`config.mk`:
```
export PLATFORM = sky130hd
export DESIGN_NAME = uart_rx_fifo
export DESIGN_NICKNAME = d
export VERILOG_FILES = /design/src/rtl/uart_rx_fifo.sv
export SDC_FILE = /design/constraint.sdc
export NUM_CORES = 1
export LEC_CHECK = 0
export ABC_AREA = 1
export BUFFER_PORTS_ARGS = -buffer_cell sky130_fd_sc_hd__buf_2
export CAP_MARGIN = 20
export CORE_ASPECT_RATIO = 0.5
export CORE_MARGIN = 3
export CORE_UTILIZATION = 65
export DETAILED_ROUTE_END_ITERATION = 8
export GPL_ROUTABILITY_DRIVEN = 0
export PLACE_DENSITY_LB_ADDON = 0.3
export SLEW_MARGIN = 20
export SYNTH_ARGS = -nofsm -noshare
export SYNTH_HDL_FRONTEND = slang
export SYNTH_SLANG_ARGS = --single-unit
```
`constraint.sdc`:
```
create_clock -name clk -period 7.4 [get_ports clk]
set_input_delay 1.85 -clock clk [delete_from_list [all_inputs] [get_ports clk]]
set_output_delay 1.85 -clock clk [all_outputs]
set_load 0.01 [all_outputs]
```
`src/rtl/uart_rx_fifo.sv`:
```
// uart_rx_fifo: edge-detected UART rx byte FIFO with sticky flags; irq built only under UART_RX_FIFO_IRQ_EN
module uart_rx_fifo #(
   parameter int DEPTH      = 16,
   parameter int WIDTH      = 8,
   parameter int IRQ_THRESH = 8
) (
   input  logic                       clk,
   input  logic                       rst_n,
   input  logic [WIDTH-1:0]           rx_data,
   input  logic                       rx_done,
   input  logic                       rx_err,
   input  logic                       rd_ready,
   output logic                       rd_valid,
   output logic [WIDTH-1:0]           rd_data,
   output logic [$clog2(DEPTH):0]     level,
   output logic                       full,
   output logic                       empty,
   output logic                       overrun,
   output logic                       frame_err,
   input  logic                       clr_flags,
   input  logic                       flush,
   output logic                       irq
);
   localparam int AW = $clog2(DEPTH);
   logic [WIDTH-1:0] mem [DEPTH];
   logic [AW:0] wr_ptr, rd_ptr, wr_next, rd_next;
   logic done_q, err_q, push, ferr, pop, wr_en, ovr_next, ferr_next;
   assign level    = wr_ptr - rd_ptr;
   assign empty    = level == '0;
   assign full     = (wr_ptr[AW] != rd_ptr[AW]) && (wr_ptr[AW-1:0] == rd_ptr[AW-1:0]);
   assign rd_valid = ~empty;
   assign rd_data  = empty ? '0 : mem[rd_ptr[AW-1:0]];
   always_comb begin
      push      = rx_done & ~done_q;
      ferr      = rx_err & ~err_q;
      pop       = rd_ready & ~empty;
      wr_en     = push & (~full | pop) & ~flush;
      wr_next   = flush ? '0 : wr_ptr + {{AW{1'b0}}, wr_en};
      rd_next   = flush ? '0 : rd_ptr + {{AW{1'b0}}, pop};
      ovr_next  = (push & full & ~pop & ~flush) | (overrun & ~clr_flags);
      ferr_next = ferr | (frame_err & ~clr_flags);
   end
   // edge registers reset high so a level already asserted at release is not an edge
   always_ff @(posedge clk) begin
      if (!rst_n) begin
         wr_ptr    <= '0;
         rd_ptr    <= '0;
         done_q    <= 1'b1;
         err_q     <= 1'b1;
         overrun   <= 1'b0;
         frame_err <= 1'b0;
      end else begin
         wr_ptr    <= wr_next;
         rd_ptr    <= rd_next;
         done_q    <= rx_done;
         err_q     <= rx_err;
         overrun   <= ovr_next;
         frame_err <= ferr_next;
      end
   end
   always_ff @(posedge clk)
      if (rst_n && wr_en) mem[wr_ptr[AW-1:0]] <= rx_data;
`ifdef UART_RX_FIFO_IRQ_EN
   localparam logic [AW:0] THR = IRQ_THRESH[AW:0];
   logic [AW:0] level_next;
   assign level_next = wr_next - rd_next;
   always_ff @(posedge clk) begin
      if (!rst_n) irq <= 1'b0;
      else        irq <= (level_next >= THR) | ovr_next | ferr_next;
   end
`else
   assign irq = 1'b0;
`endif
endmodule

```
==> flow_summary.toml, run 1 <==
[outcome]
status = "complete, no violations"

[worst_setup_path]
required_ns = 5.55
r2r_end = "mem[0][6]"
critPathMaxFanout = 19
critPathMaxStageDelay_ns = 0.68
r2r_start = "rd_ptr[2]"
r2r_setup_slack_ns = 3.27
cp-end-kind = "output port"
cpMostUsedCell = "nand2_1"
path_class = "flip-flop to output port"
crit_chain = "clkinv_1, ha_1, a21oi_1, nand2_1, nand2_1, nand2_1, nand3_2, clkinv_1, nor2_1, buf_2"
slowest_stage = "dfxtp_1"
cp.arrival_ns = 3.64
reg2regPathDepth = 11
critPathLaunchType = "flip-flop"

[floorplanning]
die-width_um = 143
die-area_mm2 = 0.0106
rows = 24
ioPinCount = 34
start_util = 0.681
dieHeight_um = 74.3
placeableCoreArea_mm2 = 0.00889

[global_route]
grt_overflow_total = 0
grt_pass1_wl_um = 22000
grt_usage = 0.287
antenna_found_initial = 0
grt_pass1_vias = 4058
grt_start_max_net_pins = 65

[power_and_ir_drop]
pwr-share-seq = 0.479
clockPowerShare = 0.482
intPower_uw = 1460
peakVddDrop_mv = 0.166
power.density_mw_per_mm2 = 265
netSwitchingPower_uw = 373
sw_frac_of_total = 0.204
p_leak_uw = 0.00266
combPwrFrac = 0.039

[cells_and_area]
finalNetCount = 592
syn_to_final_growth_pct = 14.1
regArea_mm2 = 0.00413
layout_common_cells = "nand2_1, edfxtp_1, nand3_1"
n_fill_cell = 522
num_antenna_cells = 0
multi_input_area_mm2 = 0.00169
drive_above_1_share = 0.151
final_common_cell = "nand2_1"

[route]
ant_nets = 0
drc = 0
first_pass_iters = 6
wl_um = 14300
drt-wirelength-per-cell_um = 20.5
drt_iter0_drc = 549
dr_total_vias = 4282
via_per_inst = 6.13

[clocking]
cts_sinks = 142
clk_latency_ns = 0.42
cts_tree = "yes"
clockBufferDepth = 2
clk_pin_slew_ns = 0.06
cts_hold_buf = 0
root_buffer = "clkbuf_16"
cts_resized = 0
cts_setup_buffers = 0
htree_num_levels = 4
cts_buffers = 17

[worst_hold_path]
hold_path_depth = 2
hold_start = "overrun"
hold_path_class = "flip-flop to flip-flop"
hold_end = "overrun"

[sta]
tns_ns = 0
finalSetupViolCount = 0
hold_ws_ns = 0.470
relSlewSlack = 0.439
max_freq_ghz = 0.182
drv_slew = 0
finalCritPeriodShare = 0.742
fin_crit_ns = 5.49
skew_ns = 0.00397
rsz0062_at_grt = "false"
worst_slew_pin_slew_ns = 0.838
hold_viol = 0

[placed_design]
detailed_place_hpwl_um = 8570
port_buffers = 32

[synth]
postSynthCellCount = 541
synth_seq_area_share = 0.681
synth_top_area_cell = "edfxtp_1"
synth_top_cell_area_share = 0.635
syn_nets = 565
netlist_top_cells_area = "edfxtp_1, nand2_1, dfxtp_1"
ys_seq_elements = 142
synth.avg_cell_area_um2 = 11.2
ys_warn_count = 0
synth_cell_types = 32
synth_area_mm2 = 0.00606

[run]
drv_cap = 0
-- worst max-delay path: cells and delay by family (launching register included) --
kind / cells / cell delay (ns)
AO/OA/AOI/OAI: 1 / 0.27
AND/OR/NAND/NOR: 5 / 0.58
buffers and inverters: 3 / 1.10
adder cells (fa/ha/maj): 1 / 0.58
flip-flops: 1 / 0.68
-- worst max path at each step --
stage,startpoint,end,slack [ns],cells after the start
5_1_grt,rd_ptr[2],rd_data[2],1.65,10
3_3_place_gp,rd_ptr[2],rd_data[0],2.71,10
2_1_floorplan,rd_ptr[2],rd_data[0],3.33,9
4_1_cts,rd_ptr[2],rd_data[3],1.99,10
6_report,rd_ptr[2],rd_data[3],1.91,10
3_5_place_dp,rd_ptr[2],rd_data[3],2.54,10
-- flip-flops by register name, summed over array words and instances, names as in the netlist --
name,count
frame_err,1
mem,128
err_q,1
wr_ptr,5
done_q,1
overrun,1
rd_ptr,5
-- synth_stat cells, drive strengths merged --
| cell type | count |
|---|---|
| a21boi | 1 |
| a21oi | 51 |
| a22oi | 21 |
| buf | 15 |
| clkbuf | 13 |
| clkinv | 2 |
| conb | 1 |
| dfxtp | 14 |
| edfxtp | 128 |
| fa | 1 |
| ha | 8 |
| inv | 26 |
| nand2 | 153 |
| nand3 | 56 |
| nand3b | 2 |
| nand4 | 1 |
| nor2 | 37 |
| nor3 | 1 |
| o21a | 3 |
| o21bai | 2 |
| or2 | 4 |
| xnor2 | 1 |
-- per-stage QoR --
stage	area [um^2]	util	setup slack (ns)	cells	power, uW
3_5_place_dp	6250	0.703	2.54	665	963
2_1_floorplan	6060	-	3.33	541	931
3_3_place_gp	6250	0.703	2.71	665	961
4_1_cts	6890	0.775	1.99	697	1830
6_report	6910	0.778	1.91	698	1830
5_1_grt	6910	0.778	1.65	698	1870
-- power by group through the flow --
stage | clock, uW | sequential, uW | combinational, uW
2_1_floorplan | 0 | 892 | 38.1
3_3_place_gp | 0 | 894 | 66.8
4_1_cts | 886 | 878 | 69.3
3_5_place_dp | 0 | 894 | 68.4
6_report | 884 | 878 | 71.6
5_1_grt | 919 | 878 | 78.0
-- metal layers --
layer / global-route usage / up-vias / part of all wire
li1: - / 1943 / -
met1: 0.394 / 2034 / 0.42
met2: 0.428 / 273 / 0.44
met3: 0.105 / 32 / 0.11
met4: 0.113 / 0 / 0.023
met5: 0 / - / 0
-- area by class of cell --
type	count	area share
Sequential cell	142	0.597
Inverter	28	0.0152
Multi-Input combinational cell	343	0.245
Tap cell	117	0.0212
Clock inverter	5	0.00452
Timing Repair Buffer	36	0.0293
Clock buffer	27	0.0881
-- kinds of logic (layout without fill, tap and decap cells) --
group | Yosys count | in the layout | share of synthesized area
compound gates | 78 | 78 | 0.0756
xor+xnor | 1 | 1 | 0.00145
fa+ha+maj | 9 | 9 | 0.0198
buf+inv | 56 | 96 | 0.0397
flops | 142 | 142 | 0.681
other cells | 1 | 1 | 0.000619
simple gates | 254 | 254 | 0.182
No activity file was read; power rests on OpenSTA's default activity.
==> run 2, diff against run 1 <==
--- a/config.mk
+++ b/config.mk
@@ -10,7 +10,7 @@
 export CAP_MARGIN = 20
 export CORE_ASPECT_RATIO = 0.5
 export CORE_MARGIN = 3
-export CORE_UTILIZATION = 65
+export CORE_UTILIZATION = 60
 export DETAILED_ROUTE_END_ITERATION = 8
 export GPL_ROUTABILITY_DRIVEN = 0
 export PLACE_DENSITY_LB_ADDON = 0.3
==> constraint.sdc (replaced) <==
create_clock -name clk -period 5.34 [get_ports clk]
set_input_delay 1.335 -clock clk [delete_from_list [all_inputs] [get_ports clk]]
set_output_delay 1.335 -clock clk [all_outputs]
set_load 0.01 [all_outputs]
==> flow_summary.toml, run 2 (synthesis results as in run 1) <==
[worst_setup_path]
cpMostUsedCell = "nand2_1"
cp.arrival_ns = 3.08
critPathMaxStageDelay_ns = 0.74
r2r_start = "rd_ptr[2]"
cp_top_family = "flip-flops"
critPathMaxFanout = 19
path_class = "flip-flop to output port"
slowest_stage = "dfxtp_1"
crit_chain = "clkinv_1, ha_1, a21oi_1, nand2_1, nand2_1, nand2_1, nand3_2, clkinv_1, nor2_1, buf_2"
reg2regPathDepth = 11
cp-end-kind = "output port"
r2r_end = "mem[2][6]"
cp_num_buf_inv = 3
critPathLaunchType = "flip-flop"
r2r_setup_slack_ns = 1.97
required_ns = 4.01

[floorplanning]
die-area_mm2 = 0.0114
placeableCoreArea_mm2 = 0.00963
ioPinCount = 34
die-width_um = 148
rows = 25
dieHeight_um = 77.0
start_util = 0.629

[sta]
rsz0062_at_grt = "false"
finalSetupViolCount = 0
tns_ns = 0
relSlewSlack = 0.349
fin_crit_ns = 4.42
hold_viol = 0
skew_ns = 0.00921
worst_slew_pin_slew_ns = 0.977
drv_slew = 0
finalCritPeriodShare = 0.827
max_freq_ghz = 0.226
final.setup.worst_slack_ns = 0.922

[power_and_ir_drop]
combPwrFrac = 0.041
intPower_uw = 1920
pwr-share-seq = 0.495
sw_frac_of_total = 0.214
power.density_mw_per_mm2 = 357
p_leak_uw = 0.00262
clockPowerShare = 0.464
netSwitchingPower_uw = 525
peakVddDrop_mv = 0.217

[placed_design]
place_area_mm2 = 0.00629
detailed_place_hpwl_um = 8180
port_buffers = 32
placed_cells = 685
dp_worst_setup_slack_ns = 1.43

[global_route]
grt_usage = 0.253
grt_pass1_vias = 3830
grt_start_max_net_pins = 65
antenna_found_initial = 0
grt_pass1_wl_um = 21200
grt_overflow_total = 0

[cells_and_area]
drive_above_1_share = 0.155
largest_reg_flops = 128
final_cell_area_mm2 = 0.00686
final_common_cell = "nand2_1"
finalNetCount = 593
num_antenna_cells = 0
syn_to_final_growth_pct = 13.3
stdcell_count = 717
layout_common_cells = "nand2_1, edfxtp_1, nand3_1"

[route]
dr_wl_met3_um = 1440
ant_nets = 0
routed-wl-met2_um = 5950
first_pass_iters = 5
drt-met1-wl_um = 6060
topRoutingLayerUsed = "met4"
via_per_inst = 5.71
wl_um = 13600
drt-wirelength-per-cell_um = 18.9
drt_iter0_drc = 473
drc = 0
dr_total_vias = 4091

[clocking]
clk_pin_slew_ns = 0.06
cts_resized = 0
cts_tree = "yes"
clk_latency_ns = 0.42
cts_sinks = 142
clockBufferDepth = 2
cts_buffers = 17
htree_num_levels = 4
root_buffer = "clkbuf_16"
cts_hold_buf = 0
cts_setup_buffers = 0

[outcome]
status = "complete, no violations"

[worst_hold_path]
hold_start = "frame_err"
hold_end = "frame_err"
hold_path_class = "flip-flop to flip-flop"
hold_path_depth = 2

[run]
drv_cap = 0
[run 2: cell types whose count changed in the layout (fill, tap and decap cells not counted)]
| cell | change |
|---|---|
| buf_12 | -1 |
| buf_4 | +2 |
| bufinv_16 | +2 |
| clkbuf_1 | -1 |
| clkbuf_16 | -5 |
| clkbuf_8 | -4 |
| clkinv_2 | +5 |
| clkinv_4 | +3 |
| clkinvlp_4 | +1 |
| inv_2 | -1 |
| inv_4 | -1 |
| inv_6 | +1 |
[run 2: worst reg2reg max path: cells and delay by family, from the launching register on]
family,cells,cell delay [ns]
flip-flops,1,0.74
AO/OA/AOI/OAI,1,0.19
adder cells (fa/ha/maj),1,0.39
buffers and inverters,1,0.20
AND/OR/NAND/NOR,8,1.47
[run 2: how the worst max path moves through the flow]
stage                         start    endpoint  slack, ns  depth (start not counted)
after CTS                 rd_ptr[2]  rd_data[6]       0.98                         10
final                     rd_ptr[2]  rd_data[6]       0.92                         10
after global placement    rd_ptr[2]  rd_data[6]       1.52                         10
after global routing      rd_ptr[2]  rd_data[6]       0.58                         10
after detailed placement  rd_ptr[2]  rd_data[6]       1.43                         10
after floorplan           rd_ptr[2]  rd_data[0]       1.78                          9
[run 2: routing by layer]
metal,global-route usage,vias up
met1,0.373,1931
met3,0.0891,13
met4,0.0682,0
li1,-,1941
met2,0.361,206
met5,0,-
[run 2: through the flow]
step | total power (uW) | util | hold WS [ns]
6_report | 2450 | 0.712 | 0.461
3_5_place_dp | 1340 | 0.653 | 0.456
5_1_grt | 2530 | 0.712 | 0.498
2_1_floorplan | 1290 | - | 0.461
3_3_place_gp | 1330 | 0.653 | 0.458
4_1_cts | 2450 | 0.712 | 0.467
[run 2: cell type report]
class / count / area [um^2]
clock buffers: 17 / 425
clock inverters: 15 / 148
fillers: 657 / 2770
inverters: 28 / 106
multi-input cells: 343 / 1690
flip-flops and latches: 142 / 4130
well taps: 135 / 169
repair buffers: 37 / 198
[run 2: power groups by stage]
| stage | logic, uW | clock network [uW] | registers [uW] |
|---|---|---|---|
| after floorplan | 52.8 | 0 | 1240 |
| after global placement | 97.6 | 0 | 1240 |
| after detailed placement | 99.6 | 0 | 1240 |
| after CTS | 101 | 1140 | 1210 |
| after global routing | 111 | 1200 | 1210 |
| final | 101 | 1140 | 1210 |
==> run 3, diff against run 2 <==
--- a/config.mk
+++ b/config.mk
@@ -5,7 +5,7 @@
 export SDC_FILE = /design/constraint.sdc
 export NUM_CORES = 1
 export LEC_CHECK = 0
-export ABC_AREA = 1
+export ABC_AREA = 0
 export BUFFER_PORTS_ARGS = -buffer_cell sky130_fd_sc_hd__buf_2
 export CAP_MARGIN = 20
 export CORE_ASPECT_RATIO = 0.5
==> constraint.sdc (replaced) <==
create_clock -name clk -period 4.6 [get_ports clk]
set_input_delay 1.15 -clock clk [delete_from_list [all_inputs] [get_ports clk]]
set_output_delay 1.15 -clock clk [all_outputs]
set_load 0.01 [all_outputs]
==> flow_summary.toml, run 3 <==
[worst_hold_path]
hold_path_class = "flip-flop to flip-flop"
hold_path_depth = 2

[synth]
synth_cell_types = 32
synth_seq_area_share = 0.717
ys_warn_count = 0
syn_nets = 333
ys.flop_type = "edfxtp_1"
ys_async_sr_fraction = 0
yosysMostFrequentCell = "edfxtp_1"
ys_seq_elements = 142
postSynthCellCount = 309
synth.avg_cell_area_um2 = 18.6
synth_area_mm2 = 0.00575
synth_top_area_cell = "edfxtp_1"
synth_top_cell_area_share = 0.668
netlist_top_cells_area = "edfxtp_1, mux4_2, dfxtp_1"
synth_edf_count = 128
synth_commonest_cells = "edfxtp_1, mux4_2, nor2_1"

[clocking]
clockBufferDepth = 2
cts_sinks = 142
cts_buffers = 17
clk_pin_slew_ns = 0.06
cts_resized = 0
cts_tree = "yes"
cts_hold_buf = 0
htree_num_levels = 4
clk_latency_ns = 0.42
cts_setup_buffers = 0
root_buffer = "clkbuf_16"

[floorplanning]
placeableCoreArea_mm2 = 0.00901
ioPinCount = 34
die-width_um = 144
rows = 24
start_util = 0.638
dieHeight_um = 75.2
die-area_mm2 = 0.0109

[route]
first_pass_iters = 5
drt-wirelength-per-cell_um = 26.2
drt_iter0_drc = 424
wl_um = 12700
drc = 0
via_per_inst = 6.57
dr_total_vias = 3179
ant_nets = 0

[worst_setup_path]
crit_chain = "inv_1, ha_1, fa_1, nor2b_1, o21a_1, o21ai_1, a22oi_2, a22oi_2, buf_2"
critPathMaxFanout = 11
critPathMaxStageDelay_ns = 0.74
critPathLaunchType = "flip-flop"
cp.arrival_ns = 3.17
required_ns = 3.45
reg2regPathDepth = 13
cp-end-kind = "output port"
path_class = "flip-flop to output port"
cpMostUsedCell = "a22oi_2"
slowest_stage = "a22oi_2"

[cells_and_area]
drive_above_1_share = 0.305
layout_common_cells = "edfxtp_1, mux4_2, buf_2"
final_common_cell = "edfxtp_1"
syn_to_final_growth_pct = 16.0
num_antenna_cells = 0
largest_reg_flops = 128
finalNetCount = 378

[sta]
drv_slew = 0
max_freq_ghz = 0.232
rsz0062_at_grt = "false"
finalSetupViolCount = 0
finalCritPeriodShare = 0.938
fin_crit_ns = 4.32
relSlewSlack = 0.282
skew_ns = 0.0105
hold_viol = 0
tns_ns = 0
worst_slew_pin_slew_ns = 1.07

[global_route]
grt_usage = 0.255
grt_overflow_total = 0
grt_pass1_vias = 3206
grt_pass1_wl_um = 19000
grt_start_max_net_pins = 36
antenna_found_initial = 0

[placed_design]
port_buffers = 32
detailed_place_hpwl_um = 7450

[run]
drv_cap = 0

[power_and_ir_drop]
peakVddDrop_mv = 0.262
p_leak_uw = 0.00222
power_uw = 3010
power.density_mw_per_mm2 = 451

[outcome]
status = "complete, no violations"
[run 3: metrics by stage]
stage	hold slack, ns	instances	area, um^2	utilization	setup WS (ns)
6_report	0.551	484	6670	0.741	0.284
2_1_floorplan	0.499	309	5750	-	1.16
4_1_cts	0.551	484	6670	0.741	0.387
3_3_place_gp	0.516	452	6030	0.669	1.02
3_5_place_dp	0.527	452	6030	0.669	0.877
5_1_grt	0.575	484	6670	0.741	0.239
[run 3: where the power goes]
group	internal, uW	switching [uW]	total, uW
Clock	961	533	1490
Sequential	1410	1.32	1410
Combinational	41.2	65.8	107
[run 3: final timing paths]
kind / from / to / slack [ns]
worst max-delay path: wr_ptr[0] / rd_data[6] / 0.28
worst min-delay path: wr_ptr[4] / wr_ptr[4] / 0.55
worst max register to register: wr_ptr[0] / rd_ptr[4] / 1.25
worst min register to register: wr_ptr[4] / wr_ptr[4] / 0.55
[run 3: worst max-delay path, delay by kind of cell, from the launching register on]
| family | cells | cell delay [ns] |
|---|---|---|
| buf+inv | 2 | 0.31 |
| compound gates | 4 | 1.18 |
| fa+ha+maj | 2 | 0.65 |
| flops | 1 | 0.48 |
| simple gates | 1 | 0.13 |
[run 3: cell families after synthesis]
logic type | share of synthesized area
flip-flops | 0.717
buffers and inverters | 0.0198
multiplexers | 0.125
adder cells (fa/ha/maj) | 0.0209
XOR/XNOR | 0.0122
other | 0.000652
AND/OR/NAND/NOR | 0.0553
AO/OA/AOI/OAI | 0.0487
[run 3: routing by layer]
metal | up-vias | track usage | part of all wire
li1 | 1324 | - | -
met1 | 1607 | 0.351 | 0.40
met2 | 221 | 0.396 | 0.47
met3 | 27 | 0.0780 | 0.11
met4 | 0 | 0.0972 | 0.021
met5 | - | 0 | 0
[run 3: area by class of cell]
class	count	area, um^2
Clock buffer	17	425
Clock inverter	15	219
Fill cell	516	2340
Inverter	9	33.8
Multi-Input combinational cell	146	1520
Sequential cell	142	4130
Tap cell	117	146
Timing Repair Buffer	38	205
